<file path="src/rtl/pll_cfg_pkg.sv">
// rtl/pll_cfg_pkg.sv - shared types and register map for the PLL configuration sequencer
//
// Purpose: sequencer state encoding, the request beat handed to the bus
// master, default PLL register addresses and status/control bit positions.
// The PLL register decode in top_pll_system imports the same constants so
// both sides of the bus agree on the map.
// Ports: none (package).

package pll_cfg_pkg;

  // Default register map of the PLL register block
  localparam logic [31:0] PLL_ADDR_CTRL = 32'h0000_0000;
  localparam logic [31:0] PLL_ADDR_CFG  = 32'h0000_0004;
  localparam logic [31:0] PLL_ADDR_STAT = 32'h0000_0008;
  localparam logic [31:0] PLL_ADDR_UPD  = 32'h0000_000C;

  // Lock flag in the status word, bypass select in PLL_CTRL
  localparam int unsigned PLL_LOCK_BIT   = 0;
  localparam int unsigned PLL_BYPASS_BIT = 1;

  typedef enum logic [3:0] {
    ST_IDLE    = 4'd0,
    ST_WR_CTRL = 4'd1,
    ST_WR_CFG  = 4'd2,
    ST_WR_UPD0 = 4'd3,
    ST_WR_UPD1 = 4'd4,
    ST_RD_STAT = 4'd5,
    ST_WAIT_RD = 4'd6,
    ST_GAP     = 4'd7,
    ST_DONE    = 4'd8,
    ST_ERR     = 4'd9
  } pll_cfg_state_e;

  // One single-beat bus request
  typedef struct packed {
    logic [31:0] addr;
    logic        wr;
    logic [31:0] data;
  } pll_beat_t;

  // States that present a beat on the bus
  function automatic logic pll_is_bus_state(input pll_cfg_state_e s);
    return (s == ST_WR_CTRL) || (s == ST_WR_CFG) || (s == ST_WR_UPD0) ||
           (s == ST_WR_UPD1) || (s == ST_RD_STAT);
  endfunction

  // States whose cycles count toward the lock timeout
  function automatic logic pll_is_polling(input pll_cfg_state_e s);
    return (s == ST_RD_STAT) || (s == ST_WAIT_RD) || (s == ST_GAP);
  endfunction

endpackage

</file>
<file path="src/rtl/pll_bus_master_if.sv">
// rtl/pll_bus_master_if.sv - registered single-beat bus request holder with read completion
//
// Purpose: holds valid/address/direction/write-data in registers until the
// target accepts them, and reports when the outstanding read completes.
// Ports:
//   clk, rst_n       clock, async active-low reset
//   beat_load        load a new request (only when idle or on the accept edge)
//   beat             request fields to load
//   accept           o_valid && ready this cycle
//   rd_done          the outstanding read completes this cycle (sample rd data now)
//   address, rd0_wr1, wr_data, valid   registered bus request
//   ready, rd_valid  target handshake inputs

module pll_bus_master_if
  import pll_cfg_pkg::*;
(
  input  logic        clk,
  input  logic        rst_n,
  input  logic        beat_load,
  input  pll_beat_t   beat,
  output logic        accept,
  output logic        rd_done,
  output logic [31:0] address,
  output logic        rd0_wr1,
  output logic [31:0] wr_data,
  output logic        valid,
  input  logic        ready,
  input  logic        rd_valid
);

  logic rd_pending;
  logic rd_accept;

  assign accept    = valid && ready;
  assign rd_accept = accept && !rd0_wr1;
  // Read data may arrive on the accept edge itself or any later cycle.
  assign rd_done   = rd_valid && (rd_pending || rd_accept);

  always_ff @(posedge clk or negedge rst_n) begin
    if (!rst_n) begin
      valid   <= 1'b0;
      address <= '0;
      rd0_wr1 <= 1'b0;
      wr_data <= '0;
    end else if (beat_load) begin
      valid   <= 1'b1;
      address <= beat.addr;
      rd0_wr1 <= beat.wr;
      wr_data <= beat.data;
    end else if (accept) begin
      valid   <= 1'b0;
    end
  end

  // Only one read in flight; rd_valid outside a pending read is ignored.
  always_ff @(posedge clk or negedge rst_n) begin
    if (!rst_n) begin
      rd_pending <= 1'b0;
    end else if (rd_accept && !rd_valid) begin
      rd_pending <= 1'b1;
    end else if (rd_valid) begin
      rd_pending <= 1'b0;
    end
  end

endmodule

</file>
<file path="src/rtl/pll_cfg_sequencer.sv">
// rtl/pll_cfg_sequencer.sv - programs PLL_CTRL/PLL_CFG, pulses update, polls for lock
//
// Purpose: on one accepted start, writes PLL_CTRL, PLL_CFG, UPD=0, UPD=1,
// then (unless bypass is selected) polls the status register until lock or
// timeout, finishing with a one-cycle done or error pulse.
// Ports:
//   i_clk_ahb, reset_n        clock, async active-low reset
//   i_start                   start request (ignored while busy)
//   i_pll_ctrl, i_pll_cfg     values captured on accepted start
//   o_busy, o_done, o_error   sequence status / completion pulses
//   o_status                  last status word read
//   o_address, o_rd0_wr1, o_wr_data, o_valid   bus request
//   i_rd_data, i_rd_valid, i_ready             bus response / handshake

module pll_cfg_sequencer
  import pll_cfg_pkg::*;
#(
  parameter logic [31:0] ADDR_CTRL    = PLL_ADDR_CTRL,
  parameter logic [31:0] ADDR_CFG     = PLL_ADDR_CFG,
  parameter logic [31:0] ADDR_STAT    = PLL_ADDR_STAT,
  parameter logic [31:0] ADDR_UPD     = PLL_ADDR_UPD,
  parameter int unsigned LOCK_BIT     = PLL_LOCK_BIT,
  parameter int unsigned BYPASS_BIT   = PLL_BYPASS_BIT,
  parameter int unsigned LOCK_TIMEOUT = 1024,
  parameter int unsigned POLL_GAP     = 4
) (
  input  logic        i_clk_ahb,
  input  logic        reset_n,
  input  logic        i_start,
  input  logic [31:0] i_pll_ctrl,
  input  logic [31:0] i_pll_cfg,
  output logic        o_busy,
  output logic        o_done,
  output logic        o_error,
  output logic [31:0] o_status,
  output logic [31:0] o_address,
  output logic        o_rd0_wr1,
  output logic [31:0] o_wr_data,
  output logic        o_valid,
  input  logic [31:0] i_rd_data,
  input  logic        i_rd_valid,
  input  logic        i_ready
);

  localparam logic [31:0] TMO_LIMIT = 32'(LOCK_TIMEOUT);
  localparam logic [15:0] GAP_LAST  = 16'(POLL_GAP - 1);

  pll_cfg_state_e state;
  pll_cfg_state_e state_nxt;
  pll_cfg_state_e poll_nxt;

  logic        bypass_q;
  logic [31:0] cfg_q;
  logic [15:0] tmo_cnt;
  logic [15:0] gap_cnt;
  logic        timed_out;

  logic        beat_load;
  pll_beat_t   beat;
  logic        accept;
  logic        rd_done;

  pll_bus_master_if u_bus (
    .clk       (i_clk_ahb),
    .rst_n     (reset_n),
    .beat_load (beat_load),
    .beat      (beat),
    .accept    (accept),
    .rd_done   (rd_done),
    .address   (o_address),
    .rd0_wr1   (o_rd0_wr1),
    .wr_data   (o_wr_data),
    .valid     (o_valid),
    .ready     (i_ready),
    .rd_valid  (i_rd_valid)
  );

  // Timeout only matters when a status read completes; lock wins over timeout.
  assign timed_out = {16'h0000, tmo_cnt} >= TMO_LIMIT;

  always_comb begin
    poll_nxt = ST_GAP;
    if (i_rd_data[LOCK_BIT]) begin
      poll_nxt = ST_DONE;
    end else if (timed_out) begin
      poll_nxt = ST_ERR;
    end
  end

  // State register
  always_ff @(posedge i_clk_ahb or negedge reset_n) begin
    if (!reset_n) begin
      state <= ST_IDLE;
    end else begin
      state <= state_nxt;
    end
  end

  // Next-state logic; a beat is queued on every transition into a bus state,
  // which lets the four writes go out back-to-back.
  always_comb begin
    state_nxt = state;
    case (state)
      ST_IDLE:    if (i_start) state_nxt = ST_WR_CTRL;
      ST_WR_CTRL: if (accept)  state_nxt = ST_WR_CFG;
      ST_WR_CFG:  if (accept)  state_nxt = ST_WR_UPD0;
      ST_WR_UPD0: if (accept)  state_nxt = ST_WR_UPD1;
      ST_WR_UPD1: if (accept)  state_nxt = bypass_q ? ST_DONE : ST_RD_STAT;
      ST_RD_STAT: begin
        if (rd_done) begin
          state_nxt = poll_nxt;
        end else if (accept) begin
          state_nxt = ST_WAIT_RD;
        end
      end
      ST_WAIT_RD: if (rd_done) state_nxt = poll_nxt;
      ST_GAP:     if (gap_cnt == GAP_LAST) state_nxt = ST_RD_STAT;
      ST_DONE:    state_nxt = ST_IDLE;
      ST_ERR:     state_nxt = ST_IDLE;
      default:    state_nxt = ST_IDLE;
    endcase
  end

  // Request beat for the state being entered. WR_CTRL is only entered from
  // IDLE, so its data comes straight from the input being captured.
  always_comb begin
    beat_load = (state_nxt != state) && pll_is_bus_state(state_nxt);
    beat      = '0;
    case (state_nxt)
      ST_WR_CTRL: begin
        beat.addr = ADDR_CTRL;
        beat.wr   = 1'b1;
        beat.data = i_pll_ctrl;
      end
      ST_WR_CFG: begin
        beat.addr = ADDR_CFG;
        beat.wr   = 1'b1;
        beat.data = cfg_q;
      end
      ST_WR_UPD0: begin
        beat.addr = ADDR_UPD;
        beat.wr   = 1'b1;
        beat.data = 32'h0000_0000;
      end
      ST_WR_UPD1: begin
        beat.addr = ADDR_UPD;
        beat.wr   = 1'b1;
        beat.data = 32'h0000_0001;
      end
      ST_RD_STAT: begin
        beat.addr = ADDR_STAT;
        beat.wr   = 1'b0;
        beat.data = 32'h0000_0000;
      end
      default: beat = '0;
    endcase
  end

  // Outputs
  always_comb begin
    o_busy  = (state != ST_IDLE);
    o_done  = (state == ST_DONE);
    o_error = (state == ST_ERR);
  end

  // Start capture; a start while busy never reaches here since state != IDLE.
  always_ff @(posedge i_clk_ahb or negedge reset_n) begin
    if (!reset_n) begin
      bypass_q <= 1'b0;
      cfg_q    <= '0;
    end else if (state == ST_IDLE && i_start) begin
      bypass_q <= i_pll_ctrl[BYPASS_BIT];
      cfg_q    <= i_pll_cfg;
    end
  end

  // Saturating timeout counter, zero in the first status-read cycle.
  always_ff @(posedge i_clk_ahb or negedge reset_n) begin
    if (!reset_n) begin
      tmo_cnt <= '0;
    end else if (pll_is_polling(state)) begin
      if (tmo_cnt != 16'hFFFF) begin
        tmo_cnt <= tmo_cnt + 16'd1;
      end
    end else begin
      tmo_cnt <= '0;
    end
  end

  // Idle cycles spent in GAP before the next status read
  always_ff @(posedge i_clk_ahb or negedge reset_n) begin
    if (!reset_n) begin
      gap_cnt <= '0;
    end else if (state == ST_GAP) begin
      gap_cnt <= gap_cnt + 16'd1;
    end else begin
      gap_cnt <= '0;
    end
  end

  always_ff @(posedge i_clk_ahb or negedge reset_n) begin
    if (!reset_n) begin
      o_status <= '0;
    end else if (rd_done) begin
      o_status <= i_rd_data;
    end
  end

endmodule

</file>
<file path="config.mk">
export PLATFORM = sky130hd
export DESIGN_NAME = pll_cfg_sequencer
export DESIGN_NICKNAME = d
export VERILOG_FILES = /design/src/rtl/pll_cfg_pkg.sv /design/src/rtl/pll_bus_master_if.sv /design/src/rtl/pll_cfg_sequencer.sv
export SDC_FILE = /design/constraint.sdc
export NUM_CORES = 1
export LEC_CHECK = 0
export CORE_ASPECT_RATIO = 1.1
export CORE_MARGIN = 10
export CORE_UTILIZATION = 25
export CTS_BUF_LIST = sky130_fd_sc_hd__clkbuf_16
export CTS_CLUSTER_SIZE = 20
export DETAILED_ROUTE_END_ITERATION = 7
export GPL_ROUTABILITY_DRIVEN = 0
export SLEW_MARGIN = 20
export SYNTH_ARGS = -nofsm -noshare
export SYNTH_HDL_FRONTEND = slang
export SYNTH_HIERARCHICAL = 1
export SYNTH_SLANG_ARGS = --single-unit
</file>
<file path="constraint.sdc">
create_clock -name i_clk_ahb -period 3.05 [get_ports i_clk_ahb]
set_clock_uncertainty 0.05 [all_clocks]
set_input_delay 0.61 -clock i_clk_ahb [delete_from_list [all_inputs] [get_ports i_clk_ahb]]
set_output_delay 0.61 -clock i_clk_ahb [all_outputs]
set_load 0.005 [all_outputs]
</file>
; Word level (Yosys, flattened, before mapping)
; Cells that the tools add are included.
[word_totals]
in_bits = 101
regBits = 168
output_inout_bits = 101
rom_bits = 0
ram_bits = 0
elab_cells = 72
latch_bits = 0
mem_count = 0
[classes]
n_div = 0
bitwise = 0
n_eq_ne = 18
n_mul = 0
n_shift = 0
reduce_logical = 19
addsub = 2
mux = 21
order_cmp = 1
[op_table]
columns = op, count
row1 = case mux 37 bit (5 select lines), 1
row2 = 2-to-1 mux 16 bit, 3
row3 = 2-to-1 mux 4 bit, 12
row4 = adder 16 x 1 -> 16 bit (second input constant), 2
row5 = case mux 4 bit (8 select lines), 1
row6 = equality test 4 x 3 -> 1 bit (second input constant), 6
row7 = equality test 16 x 2 -> 1 bit (second input constant), 1
row8 = equality test 4 x 2 -> 1 bit (second input constant), 4
row9 = >= comparator 16 x 11 -> 1 bit (second input constant), 1
row10 = inequality test 16 bit (second input constant), 1
row11 = equality test 4 x 1 -> 1 bit (second input constant), 2
row12 = equality test 4 bit (second input constant), 2
row13 = logical OR 1 bit, 7
row14 = logical AND 1 bit, 6
row15 = logical NOT 4 bit, 1
row16 = 2-to-1 mux 1 bit, 4
row17 = inequality test 4 bit, 1
row18 = nonzero test 2 bit, 2
row19 = nonzero test 4 bit, 1
row20 = logical NOT 1 bit, 2
row21 = inequality test 2 x 1 -> 1 bit (second input constant), 1

; Depth between registers and ports, before layout
[depth]
ltp_word = 13
mapped_depth = 12
depth_no_buf = 9

; By module
; The synthesis kept the hierarchy.
[by_module_without_submodules]
columns = mod, n_inst, cells_each, area_per_inst_um2, seq_area_each_um2
row1 = pll_cfg_sequencer, 1, 419, 4888.4, 2527.4
row2 = pll_bus_master_if, 1, 146, 2662.6, 1676.6

; Worst setup path before layout
; No wires, ideal clock.
[synth_timing]
path_type = input-to-reg
startpoint = input i_ready
endpoint = register u_bus.address[0]
arrival_ns = 2.867
n_path_buf = 3
setup_ns = 0.125
cell_stages = 12
required_time_ns = 2.875
path_slack_ns = 0.007
cell_sequence = nand3b_1 > a21boi_0 > clkbuf_1 > nor3_1 > a211oi_1 > a21boi_2 > a21oi_1 > a21oi_1 > a2111oi_4 > buf_6 > buf_6 > mux2_4
[synth_via]
elab_chain_cells = 12
word_cells_on_any_way = 23
cone_classes = eq/ne (6) / mux (8) / reduce/logical (9)
[synth_lines]
columns = item, line_no
row1 = start: declaration, pll_cfg_sequencer.sv:42  ; input logic i_ready
row2 = logical AND 1 bit (*), pll_bus_master_if.sv:34  ; assign accept = valid && ready;
row3 = logical AND 1 bit (*), pll_bus_master_if.sv:35  ; assign rd_accept = accept && !rd0_wr1;
row4 = logical OR 1 bit (*), pll_bus_master_if.sv:37  ; assign rd_done = rd_valid && (rd_pending || rd_accept);
row5 = logical AND 1 bit (*), pll_bus_master_if.sv:37
row6 = named net rd_done, pll_cfg_sequencer.sv:61  ; logic rd_done;
row7 = "2-to-1 mux 4 bit, on equally long branches", "pll_cfg_sequencer.sv:116, pll_cfg_sequencer.sv:110"
row8 = case mux 4 bit (8 select lines) (*), pll_cfg_sequencer.sv:103  ; case (state)
row9 = equality test 4 x 1 -> 1 bit / equality test 4 x 2 -> 1 bit (equally long branches), pll_cfg_pkg.sv:43  ; return (s == ST_WR_CTRL) || (s == ST_WR_CFG) || (s == ST_WR_UPD0) ||
row10 = logical OR 1 bit (3 in series), pll_cfg_pkg.sv:43
row11 = logical OR 1 bit, pll_cfg_pkg.sv:44  ; (s == ST_WR_UPD1) || (s == ST_RD_STAT);
row12 = logical AND 1 bit (*), pll_cfg_sequencer.sv:127  ; beat_load = (state_nxt != state) && pll_is_bus_state(state_nxt);
row13 = named net beat_load, pll_cfg_sequencer.sv:58  ; logic beat_load;
row14 = end signal: assignment, pll_bus_master_if.sv:47  ; address <= beat.addr;
row15 = end: declaration, pll_bus_master_if.sv:23  ; output logic [31:0] address,
; Mark *: on every way through the listed nets, which the timed path passes. The rest lies on a longest branch.
; A chain may end at the register's enable or synchronous reset.

; Final worst setup path
[layout_timing]
startpoint = register tmo_cnt[10]
endpoint = register u_bus.address[2]
[layout_via]
elab_chain_cells = 11
word_cells_on_any_way = 18
cone_classes = order compare (1) / eq/ne (6) / mux (6) / reduce/logical (5)
[layout_lines]
columns = item, line_no
row1 = start: declaration, pll_cfg_sequencer.sv:54  ; logic [15:0] tmo_cnt;
row2 = start signal: assignment, pll_cfg_sequencer.sv:183  ; tmo_cnt <= tmo_cnt + 16'd1;
row3 = >= comparator 16 x 11 -> 1 bit (*), pll_cfg_sequencer.sv:79  ; assign timed_out = {16'h0000, tmo_cnt} >= TMO_LIMIT;
row4 = 2-to-1 mux 4 bit (*), pll_cfg_sequencer.sv:85  ; end else if (timed_out) begin
row5 = 2-to-1 mux 4 bit (*), pll_cfg_sequencer.sv:83  ; if (i_rd_data[LOCK_BIT]) begin
row6 = "2-to-1 mux 4 bit, on equally long branches", "pll_cfg_sequencer.sv:116, pll_cfg_sequencer.sv:110"
row7 = case mux 4 bit (8 select lines) (*), pll_cfg_sequencer.sv:103
row8 = equality test 4 x 1 -> 1 bit / equality test 4 x 2 -> 1 bit (equally long branches), pll_cfg_pkg.sv:43
row9 = logical OR 1 bit (3 in series), pll_cfg_pkg.sv:43
row10 = logical OR 1 bit, pll_cfg_pkg.sv:44
row11 = logical AND 1 bit (*), pll_cfg_sequencer.sv:127
row12 = named net beat_load, pll_cfg_sequencer.sv:58
; Marked as above.

==> metrics <==
vias in the first global route=about 5700; drt via density=roughly 4.4; Die H=around 200 um; H-tree depth=4; detailed-route wire length per cell=around 17 um; CP Data Required Time=between 3000 and 4000 ps; GR Util met2=between 15 and 20%; Peak supply drop=0.000533 V; Post-Place Worst Slack=-455 ps; First-pass DRT Iterations=4; crit-path max FO=6; WS Path Type=flip-flop to flip-flop; CP max stage cell=or4_4; Mapped Cells=~570; Global Route met3 Usage=under 10%; initial antenna violation count=0; ant diodes=0; Core Area=approximately 30000 um^2; DP Wirelength=roughly 15 mm; reg-to-reg slack, setup=between 10 and 15 ps; crit path capture type=flip-flop; Top Usage Layer GRT=met2; I/O Pins=approximately 200; sequential fraction of the synthesis area=a little under three fifths; critical path launch point type=flip-flop; IO Port Bufs=between 200 and 250; area grow syn2layout=49.6%; pin count of the biggest net entering global routing=70; Main synth FF type=dfrtp_1; met1 Resource Use GR=around an eighth; CTS clk-pin slew, worst paths=approximately 80 ps; Fin. Hold Viols=0; MaxCap Viol Count=0; Remaining Overflow, GRT=0; FF+latch count, synth=about 170; # setup viols final=0; syn avg cell area=around 13 um^2; layout cells sized above 1=about 28%; Register Area=4200 um^2; distinct cell type count of the synthesized netlist=56; via count=approximately 5300; Mapped Area=between 7000 and 8000 um^2; status=complete, no violations; # rows=66; setup slack after layout=between 10 and 15 ps; fmax=roughly 330 MHz; Worst EP arrival=approximately 3300 ps; Die Span X=~190 um; Slew headroom=about two thirds; FFs w/ async S/R, synth=between 90% and 100%; RSZ-0062 raised after global routing=true; DRT iter0 DRCs=~270; Root Buffer=clkbuf_16; most common cell after layout, fill and taps aside=clkdlybuf4s50_1; Slew @ Worst Pin=just over 500 ps; fraction of the cycle the final worst path needs=99.6%; full die area=37600 um^2; Total Routing Usage GR=10.8%; Synthesis Warnings=6; Num Clock Sinks=168; crit-path cells=or4_4 > o41ai_4 > buf_4 > a21boi_4 > a21oi_2 > a21oi_2 > a2111oi_4 > buf_6 > clkbuf_16 > mux2_4; CTS tree=done; global-route wire length before repair=roughly 32 mm; fin crit period=about 3000 ps; critical path's top delay family=compound AO/OA/AOI/OAI gates; clk_lat worst skew=about 420 ps; DRC viols=0; CTS buffer count=17; pwr dens=between 1000 and 1500 nW/um^2; worst hold-check path type=primary input to async pin; WP buf/inv=3; Layout Nets=~940; Post-synth EDFFs=0; most frequent cells in the layout=199 x clkdlybuf4s50_1, 168 x dfrtp_1, 71 x mux2_2; Multi-input gate area=about 3400 um^2; Clock Path Buffers=2; P_leak=around 5 nW; worst hold slack=slightly above 60 ps; final WL=slightly above 20 mm; filler cell count=between 2000 and 3000; worst stage delay on the critical path=560 ps; effective utilization at floorplan=25.5%; most used cell along the critical path=a21oi_2; Final Slew Violations=0; Post-DRT Antenna Nets=0
[per-layer routing]
metal	up-vias	part of all wire (%)
met2	184	46
met3	12	11
met1	2603	42
li1	2541	-
met4	0	0.82
met5	-	0
[logic make-up (layout without fill, tap and decap cells)]
group | after synthesis | count (layout) | synth area share (%)
buf+inv | 39 | 295 | 2.60
compound gates | 68 | 68 | 7.66
simple gates | 128 | 128 | 8.91
other cells | 1 | 30 | 0.0497
xor+xnor | 26 | 26 | 3.02
flops | 168 | 168 | 55.7
fa+ha+maj | 3 | 3 | 0.497
mux | 132 | 132 | 21.6
[registers in the layout (all words and copies together), names as in the netlist, 4 cells and up]
register,cells
u_bus/address,32
cfg_q,32
o_status,32
u_bus/wr_data,32
state,4
gap_cnt,16
tmo_cnt,16
[area by class of cell]
type | instances | area share, %
clock buffer | 17 | 3.76
clock inverter | 15 | 1.65
inverter | 10 | 0.332
multi-input combinational | 387 | 30.2
sequential | 168 | 37.2
tap | 374 | 4.14
timing repair buffer | 253 | 22.7
[where the power goes]
group / internal, mW / leakage (nW) / switching [mW] / total, mW
sequential: 3.14 / 2.10 / 0.522 / 3.66
clock: 1.18 / 0.299 / 1.05 / 2.23
combinational: 4.49 / 2.49 / 2.51 / 7.00
[through the flow]
step           utilization [%]  instances  TNS (ps)  power, mW  instance area (um^2)
2_1_floorplan                -        594         0       7.36                  7660
3_3_place_gp              35.2       1182    -25430       10.1                 10400
3_5_place_dp              35.2       1182    -27580       10.2                 10400
4_1_cts                   37.3       1214    -0.594       12.5                 11000
5_1_grt                   38.1       1224     -5980       13.7                 11300
6_report                  38.1       1224         0       12.9                 11300
[path summary, 6_finish.rpt]
| kind | start | to | depth (start not counted) |
|---|---|---|---|
| setup / recovery | tmo_cnt[10]$_DFFE_PN0P_ | u_bus/address[2]$_DFFE_PN0P_ | 10 |
| hold / removal | reset_n | cfg_q[10]$_DFFE_PN0P_ | 1 |
| setup reg to reg | tmo_cnt[10]$_DFFE_PN0P_ | u_bus/address[2]$_DFFE_PN0P_ | 10 |
| hold reg to reg | gap_cnt[0]$_DFF_PN0_ | gap_cnt[0]$_DFF_PN0_ | 1 |
| max in group asynchronous | reset_n | o_status[20]$_DFFE_PN0P_ | 2 |
| min in group i_clk_ahb | gap_cnt[0]$_DFF_PN0_ | gap_cnt[0]$_DFF_PN0_ | 1 |
[synth_stat cells, types with 3 or more instances]
library cell	instances	area, um^2
a21oi_1	11	55.1
a22o_1	31	272
a31oi_1	4	25.0
and2_1	3	18.8
and3_1	9	56.3
buf_2	10	50.1
buf_6	5	56.3
clkbuf_1	12	45.0
dfrtp_1	168	4200
ha_1	3	37.5
inv_1	10	37.5
mux2_2	91	1020
mux2_4	39	586
nand2_1	16	60.1
nand2b_1	9	56.3
nand3_1	14	70.1
nand4_1	4	25.0
nor2_1	37	139
nor3_1	11	55.1
nor3b_1	3	22.5
nor4_1	7	43.8
o21ai_1	3	15.0
xnor2_1	14	123
xor2_1	12	105
[repair_timing]
item,4_1_cts,5_1_grt
hold buffers,0,0
setup buffers,0,8
pin swaps,0,9
cloned,0,2
endpoints found under the hold margin,0,0
resized for setup,1,35
setup endpoints to repair,4,64
No activity file was read; power rests on OpenSTA's default activity.
